## src/rtl/avg_mag_sched_if.sv

```systemverilog
// Bus between the symbol-timing strobe source / controller and the
// avg_mag window scheduler. The optional hold input exists only when
// AVG_MAG_SCHED_HOLD_EN is defined.
interface avg_mag_sched_if;
    logic       enable;
    logic       sym_clk_en;
`ifdef AVG_MAG_SCHED_HOLD_EN
    logic       hold;
`endif
    logic       acc_sym_en;
    logic       clr_acc;
    logic       lvl_valid;
    logic       lvl_ok;
    logic       busy;
    logic [7:0] win_cnt;

`ifdef AVG_MAG_SCHED_HOLD_EN
    modport master (
        output enable, sym_clk_en, hold,
        input  acc_sym_en, clr_acc, lvl_valid, lvl_ok, busy, win_cnt
    );
    modport slave (
        input  enable, sym_clk_en, hold,
        output acc_sym_en, clr_acc, lvl_valid, lvl_ok, busy, win_cnt
    );
`else
    modport master (
        output enable, sym_clk_en,
        input  acc_sym_en, clr_acc, lvl_valid, lvl_ok, busy, win_cnt
    );
    modport slave (
        input  enable, sym_clk_en,
        output acc_sym_en, clr_acc, lvl_valid, lvl_ok, busy, win_cnt
    );
`endif
endinterface

```

## src/rtl/avg_mag_sched.sv

```systemverilog
// Window scheduler for the average-magnitude / reference-level datapath.
// Counts symbol strobes, gates the accumulator's symbol enable, issues the
// latch/clear pulse, discards warm-up windows and flags a trustworthy level.
// Optional macro AVG_MAG_SCHED_HOLD_EN adds a hold input that freezes
// accumulation while in ACCUM.
module avg_mag_sched #(
    parameter int WIN_LOG2   = 22,  // log2 symbols per window (ACC_WID-18)
    parameter int CLR_CYC    = 2,   // clr_acc length in clk cycles, 1..15
    parameter int WARMUP_WIN = 1    // windows discarded before lvl_valid, 0..255
) (
    input  logic           clk,
    input  logic           reset,   // asynchronous, active-low
    avg_mag_sched_if.slave bus
);
    localparam logic [1:0] S_IDLE  = 2'd0;
    localparam logic [1:0] S_PRIME = 2'd1;
    localparam logic [1:0] S_ACCUM = 2'd2;
    localparam logic [1:0] S_LATCH = 2'd3;

    localparam logic [3:0]          CLR_LAST = 4'(CLR_CYC - 1);
    localparam logic [7:0]          WARMUP   = 8'(WARMUP_WIN);
    localparam logic [WIN_LOG2-1:0] SYM_LAST = '1;
    localparam logic [WIN_LOG2-1:0] SYM_ONE  = WIN_LOG2'(1);

    logic [1:0]          r_state;
    logic [WIN_LOG2-1:0] r_sym_cnt;
    logic [3:0]          r_clr_cnt;
    logic [7:0]          r_win_cnt;
    logic                r_acc_sym_en;
    logic                r_clr_acc;
    logic                r_lvl_valid;
    logic                r_lvl_ok;
    logic                r_busy;

    logic                w_hold;
    logic                w_clr_done;
    logic                w_strobe;
    logic [7:0]          w_win_next;
    logic                w_past_warm;

`ifdef AVG_MAG_SCHED_HOLD_EN
    assign w_hold = bus.hold;
`else
    assign w_hold = 1'b0;
`endif

    // A held strobe is treated exactly as if it never arrived.
    assign w_strobe    = bus.sym_clk_en & ~w_hold;
    assign w_clr_done  = (r_clr_cnt == CLR_LAST);
    assign w_win_next  = (r_win_cnt == 8'hFF) ? 8'hFF : r_win_cnt + 8'd1;
    assign w_past_warm = (w_win_next > WARMUP);

    // Scheduler FSM; every output is a register updated alongside the state.
    always_ff @(posedge clk or negedge reset) begin
        if (!reset) begin
            r_state      <= S_IDLE;
            r_sym_cnt    <= '0;
            r_clr_cnt    <= '0;
            r_win_cnt    <= '0;
            r_acc_sym_en <= 1'b0;
            r_clr_acc    <= 1'b0;
            r_lvl_valid  <= 1'b0;
            r_lvl_ok     <= 1'b0;
            r_busy       <= 1'b0;
        end else begin
            // NOTE: non-blocking assignments throughout so every register
            // samples pre-edge values; the default below makes lvl_valid a
            // single-cycle pulse unless a branch re-asserts it.
            r_lvl_valid <= 1'b0;
            case (r_state)
                S_IDLE: begin
                    if (bus.enable) begin
                        r_state   <= S_PRIME;
                        r_win_cnt <= '0;
                        r_clr_cnt <= '0;
                        r_clr_acc <= 1'b1;
                        r_busy    <= 1'b1;
                    end
                end
                S_PRIME: begin
                    if (!bus.enable) begin
                        r_state      <= S_IDLE;
                        r_clr_acc    <= 1'b0;
                        r_acc_sym_en <= 1'b0;
                        r_busy       <= 1'b0;
                        r_lvl_ok     <= 1'b0;
                    end else if (w_clr_done) begin
                        // A strobe on this edge is ignored; counting starts next clk.
                        r_state   <= S_ACCUM;
                        r_clr_acc <= 1'b0;
                        r_sym_cnt <= '0;
                    end else begin
                        r_clr_cnt <= r_clr_cnt + 4'd1;
                    end
                end
                S_ACCUM: begin
                    if (!bus.enable) begin
                        // Partial window is abandoned; no latch pulse.
                        r_state      <= S_IDLE;
                        r_clr_acc    <= 1'b0;
                        r_acc_sym_en <= 1'b0;
                        r_busy       <= 1'b0;
                        r_lvl_ok     <= 1'b0;
                    end else begin
                        r_acc_sym_en <= w_strobe;
                        if (w_strobe) begin
                            r_sym_cnt <= r_sym_cnt + SYM_ONE;
                            // The closing strobe is still passed on above.
                            if (r_sym_cnt == SYM_LAST) begin
                                r_state   <= S_LATCH;
                                r_clr_acc <= 1'b1;
                                r_clr_cnt <= '0;
                            end
                        end
                    end
                end
                S_LATCH: begin
                    // Strobes here are dropped; the clear pulse is never cut short.
                    r_acc_sym_en <= 1'b0;
                    if (w_clr_done) begin
                        r_win_cnt   <= w_win_next;
                        r_clr_acc   <= 1'b0;
                        r_lvl_valid <= w_past_warm;
                        r_sym_cnt   <= '0;
                        if (bus.enable) begin
                            r_state <= S_ACCUM;
                            if (w_past_warm) begin
                                r_lvl_ok <= 1'b1;
                            end
                        end else begin
                            r_state  <= S_IDLE;
                            r_busy   <= 1'b0;
                            r_lvl_ok <= 1'b0;
                        end
                    end else begin
                        r_clr_cnt <= r_clr_cnt + 4'd1;
                    end
                end
                default: begin
                    r_state <= S_IDLE;
                end
            endcase
        end
    end

    assign bus.acc_sym_en = r_acc_sym_en;
    assign bus.clr_acc    = r_clr_acc;
    assign bus.lvl_valid  = r_lvl_valid;
    assign bus.lvl_ok     = r_lvl_ok;
    assign bus.busy       = r_busy;
    assign bus.win_cnt    = r_win_cnt;
endmodule

```

## src/flat_wrapper.sv

```systemverilog
// flat-port wrapper written by rule: the top's interface ports become plain ports
module avg_mag_sched_flat 
#(
    parameter int WIN_LOG2   = 22,                                         
    parameter int CLR_CYC    = 2,                                         
    parameter int WARMUP_WIN = 1                                                 
)
  (clk, reset, bus_enable, bus_sym_clk_en, bus_acc_sym_en, bus_clr_acc, bus_lvl_valid, bus_lvl_ok, bus_busy, bus_win_cnt);
  avg_mag_sched_if bus_i ();
  input  logic clk;
  input  logic reset;
  input wire logic [$bits(bus_i.enable)-1:0] bus_enable;
  input wire logic [$bits(bus_i.sym_clk_en)-1:0] bus_sym_clk_en;
  output wire logic [$bits(bus_i.acc_sym_en)-1:0] bus_acc_sym_en;
  output wire logic [$bits(bus_i.clr_acc)-1:0] bus_clr_acc;
  output wire logic [$bits(bus_i.lvl_valid)-1:0] bus_lvl_valid;
  output wire logic [$bits(bus_i.lvl_ok)-1:0] bus_lvl_ok;
  output wire logic [$bits(bus_i.busy)-1:0] bus_busy;
  output wire logic [$bits(bus_i.win_cnt)-1:0] bus_win_cnt;
  assign bus_i.enable = bus_enable;
  assign bus_i.sym_clk_en = bus_sym_clk_en;
  assign bus_acc_sym_en = bus_i.acc_sym_en;
  assign bus_clr_acc = bus_i.clr_acc;
  assign bus_lvl_valid = bus_i.lvl_valid;
  assign bus_lvl_ok = bus_i.lvl_ok;
  assign bus_busy = bus_i.busy;
  assign bus_win_cnt = bus_i.win_cnt;
  avg_mag_sched #(.WIN_LOG2(WIN_LOG2), .CLR_CYC(CLR_CYC), .WARMUP_WIN(WARMUP_WIN)) u_core (.clk(clk), .reset(reset), .bus(bus_i));
endmodule
```

## config.mk

```make
export PLATFORM = sky130hd
export DESIGN_NAME = avg_mag_sched_flat
export DESIGN_NICKNAME = d
export VERILOG_FILES = /design/src/rtl/avg_mag_sched_if.sv /design/src/rtl/avg_mag_sched.sv /design/src/flat_wrapper.sv
export SDC_FILE = /design/constraint.sdc
export NUM_CORES = 1
export LEC_CHECK = 0
export CAP_MARGIN = 10
export CORE_UTILIZATION = 55
export DETAILED_ROUTE_END_ITERATION = 6
export PLACE_DENSITY = 0.84
export SLEW_MARGIN = 20
export SYNTH_ARGS = -nofsm -noshare
export SYNTH_HDL_FRONTEND = slang
export SYNTH_SLANG_ARGS = --single-unit
```

## constraint.sdc

```tcl
create_clock -name clk -period 4.2 [get_ports clk]
set_clock_uncertainty 0.05 [all_clocks]
set_input_delay 0.84 -clock clk [delete_from_list [all_inputs] [get_ports clk]]
set_output_delay 0.84 -clock clk [all_outputs]
set_load 0.05 [all_outputs]
```

==> results by group <==
Setup path
  • Worst path cell trace: clkdlybuf4s50_1, nand2_1, a221o_1, or3_2, a21oi_1
  • Critical Path AT: roughly 3100 ps
  • CP Capture Type: flop
  • Critical Setup Path Class: in2reg
  • CP required: between 4000 and 5000 ps
  • Critical Path Start Type: primary input
  • Crit-path max FO: 25
  • FF-to-FF path depth: 7
  • CP peak stage delay: 810 ps
  • Slowest cell on the critical path: clkdlybuf4s50_1

Logic synthesis
  • Post-synth EDFFs: 0
  • Synth top area share: 42.5%
  • Synth unique cells: 50
  • Mapped Nets: 287
  • Synth Cell Area: between 2000 and 2500 um2
  • Synth area leaders: dfrtp_1 43%, o21ai_0 7.3%, ha_1 4.7%
  • Post-synth top flop: dfrtp_1
  • Sequential element share of the synthesized area: between 40% and 50%
  • Area leader, netlist: dfrtp_1
  • Synth async-reset ratio: between 90% and 100%
  • Post-Synthesis Cells: about 270
  • Syn_area_per_cell: around 9 um2
  • #FFs+latches synth: 41
  • Synth Warn #: 0

Timing
  • Max Transition Viols Final: 0
  • Unrepaired setup endpoints after global routing: false
  • Setup WS post-layout: ~1300 ps
  • Total negative slack: 0 ps
  • Fin crit period: a little under 3000 ps
  • Share of the clock period used by the worst path: between 60% and 70%
  • Worst hold margin: between 400 and 500 ps
  • Setup-failing EPs final: 0
  • Pin slew with the least headroom to its limit: ~900 ps
  • Fmax: between 300 and 400 MHz
  • Final Hold Fails: 0
  • Worst slew margin: 41.5%

Clock tree
  • CTS tree: done
  • Clk pin slew, worst setup/hold paths: 80 ps
  • H-tree depth: 2
  • Post-CTS setup buffer count: 0
  • Worst-skew pair later-pin latency: approximately 300 ps
  • Hold_buf cts: 0
  • Clk root buf: clkbuf_8
  • Clock sink count: 41
  • Maximum root-to-sink buffer count: 2
  • Num CTS Buffers: 5
  • Gates resized, CTS repair: 0

Global route
  • Initial antenna violation count: 0
  • Met1 Usage GRT: around a third
  • Largest net degree at the start of global routing: 42
  • Total grt overflow: 0
  • Global Route Usage Sum: 25.8%
  • GR Util met2: ~43%
  • First-pass GRT wire length: approximately 8700 um
  • Met3 Use GR: around 6.5%
  • Busiest grt layer: met2
  • Vias in the first global route: approximately 1900

Placed design
  • Port buffer count: 16
  • DP Worst Slack: between 900 and 1000 ps
  • GP Congestion: 0.856
  • HPWL Detailed: roughly 3600 um

Detailed routing
  • Detail-routed via count per cell: 6.09
  • DRC Markers: 0
  • Vias: ~2100
  • DRT Pass-1 Iters: 4
  • WL/cell: 15.6 um
  • DR iter-0 viols: ~120
  • Final wirelength: 5300 um
  • DRT antenna net count: 0

Floorplan
  • IO Pins: 17
  • Row count: 23
  • CORE AREA: 4120 um2
  • Starting Density: around 59%
  • Die Ht: ~68 um
  • DIE AREA: between 4000 and 5000 um2
  • Die outline width: roughly 70 um

Final layout
  • Most frequent cells in the layout: 41 x dfrtp_1, 35 x o21ai_0, 27 x nor2_1, 21 x nand2_1
  • # fillers: ~340
  • Ant diodes: 0
  • Share of cells above drive strength 1: ~5.9%
  • Final core utilization: between 60% and 70%
  • FF+latch area: between 1000 and 1500 um2
  • Synthesis-to-layout area growth: 12.6%
  • Area of the multi-input gates: approximately 1300 um2
  • Most common cell after layout, fill and taps aside: dfrtp_1
  • Number of nets in the layout: between 300 and 400

Worst hold path
  • Tightest Hold Check Type: reg2reg
  • Hold depth: 1

Job
  • Max-Cap Viols: 0

Power and ir drop
  • Power Density: about 480 nW/um2
  • LEAKAGE: about 1.1 nW
  • Max VDD drop: approximately 0.39 mV

Status
  • Status: finished clean
final timing paths:
check,start,end,slack [ps]
max,bus_enable,u_core.r_sym_cnt[7]$_DFFE_PN0P_,1290
min,u_core.r_sym_cnt[16]$_DFFE_PN0P_,u_core.r_sym_cnt[16]$_DFFE_PN0P_,460
max reg2reg,u_core.r_state[0]$_DFFE_PN0P_,u_core.r_clr_cnt[0]$_DFFE_PN0P_,1550
min reg2reg,u_core.r_sym_cnt[16]$_DFFE_PN0P_,u_core.r_sym_cnt[16]$_DFFE_PN0P_,460
max in group asynchronous,reset,u_core.bus.win_cnt[1]$_DFFE_PN0P_,2950
min in group asynchronous,reset,u_core.r_sym_cnt[15]$_DFFE_PN0P_,600
worst max-delay path, delay by kind of cell:
kind            cells  cell delay, ps
compound gates      2             800
buf+inv             1             810
simple gates        2             640
cell usage after synthesis (all sizes together) (5+ instances only):
master	number
nand4	10
and3	6
nand2	21
ha	9
nor2	27
xnor2	7
inv	14
clkbuf	6
nor3	7
o21ai	36
dfrtp	41
nor4	5
and4	5
a21oi	15
nand3	12
o31ai	6
a31oi	8
cells by family after synthesis:
family                     count (synthesis)  share of synthesized area (%)
and+or+nand+nor                          108                           24.3
AOI/OAI and AO/OA                         82                           20.6
DFF                                       41                           42.5
buffers and inverters                     23                           3.63
adders and majority gates                  9                           4.67
xor gates and xnor gates                   8                           2.90
muxes                                      3                           1.35
per-stage QoR:
| step | area, um2 | cells | total power, mW |
|---|---|---|---|
| final | 2720 | 340 | 1.31 |
| after global routing | 2720 | 340 | 1.39 |
| after CTS | 2720 | 340 | 1.30 |
| after detailed placement | 2600 | 332 | 0.968 |
| after global placement | 2600 | 332 | 0.951 |
| after floorplan | 2410 | 274 | 0.839 |
where the power goes:
part	internal (mW)	switching (mW)	leakage [nW]
sequential	0.433	0.0474	0.564
clock	0.194	0.141	0.0585
combinational	0.166	0.323	0.527
total	0.793	0.512	1.15
layout make-up:
| type | count | area share [%] |
|---|---|---|
| inverter | 15 | 2.07 |
| sequential | 41 | 37.8 |
| multi-input combinational | 210 | 47.8 |
| tap | 50 | 2.30 |
| timing repair buffer | 16 | 5.71 |
| clock inverter | 1 | 1.11 |
| clock buffer | 7 | 3.18 |
routing by layer:
layer	vias up	wire length (um)
li1	1038	-
met1	987	2520
met2	35	2510
met3	9	160
met4	0	106
met5	-	0
state kept, by name (all words and copies together) (netlist names):
register,count
u_core.r_state,2
u_core.bus.busy,1
u_core.r_sym_cnt,22
u_core.bus.lvl_valid,1
u_core.bus.acc_sym_en,1
u_core.r_clr_cnt,4
u_core.bus.lvl_ok,1
u_core.bus.win_cnt,8
u_core.bus.clr_acc,1
(Power assumes the default switching activity.)
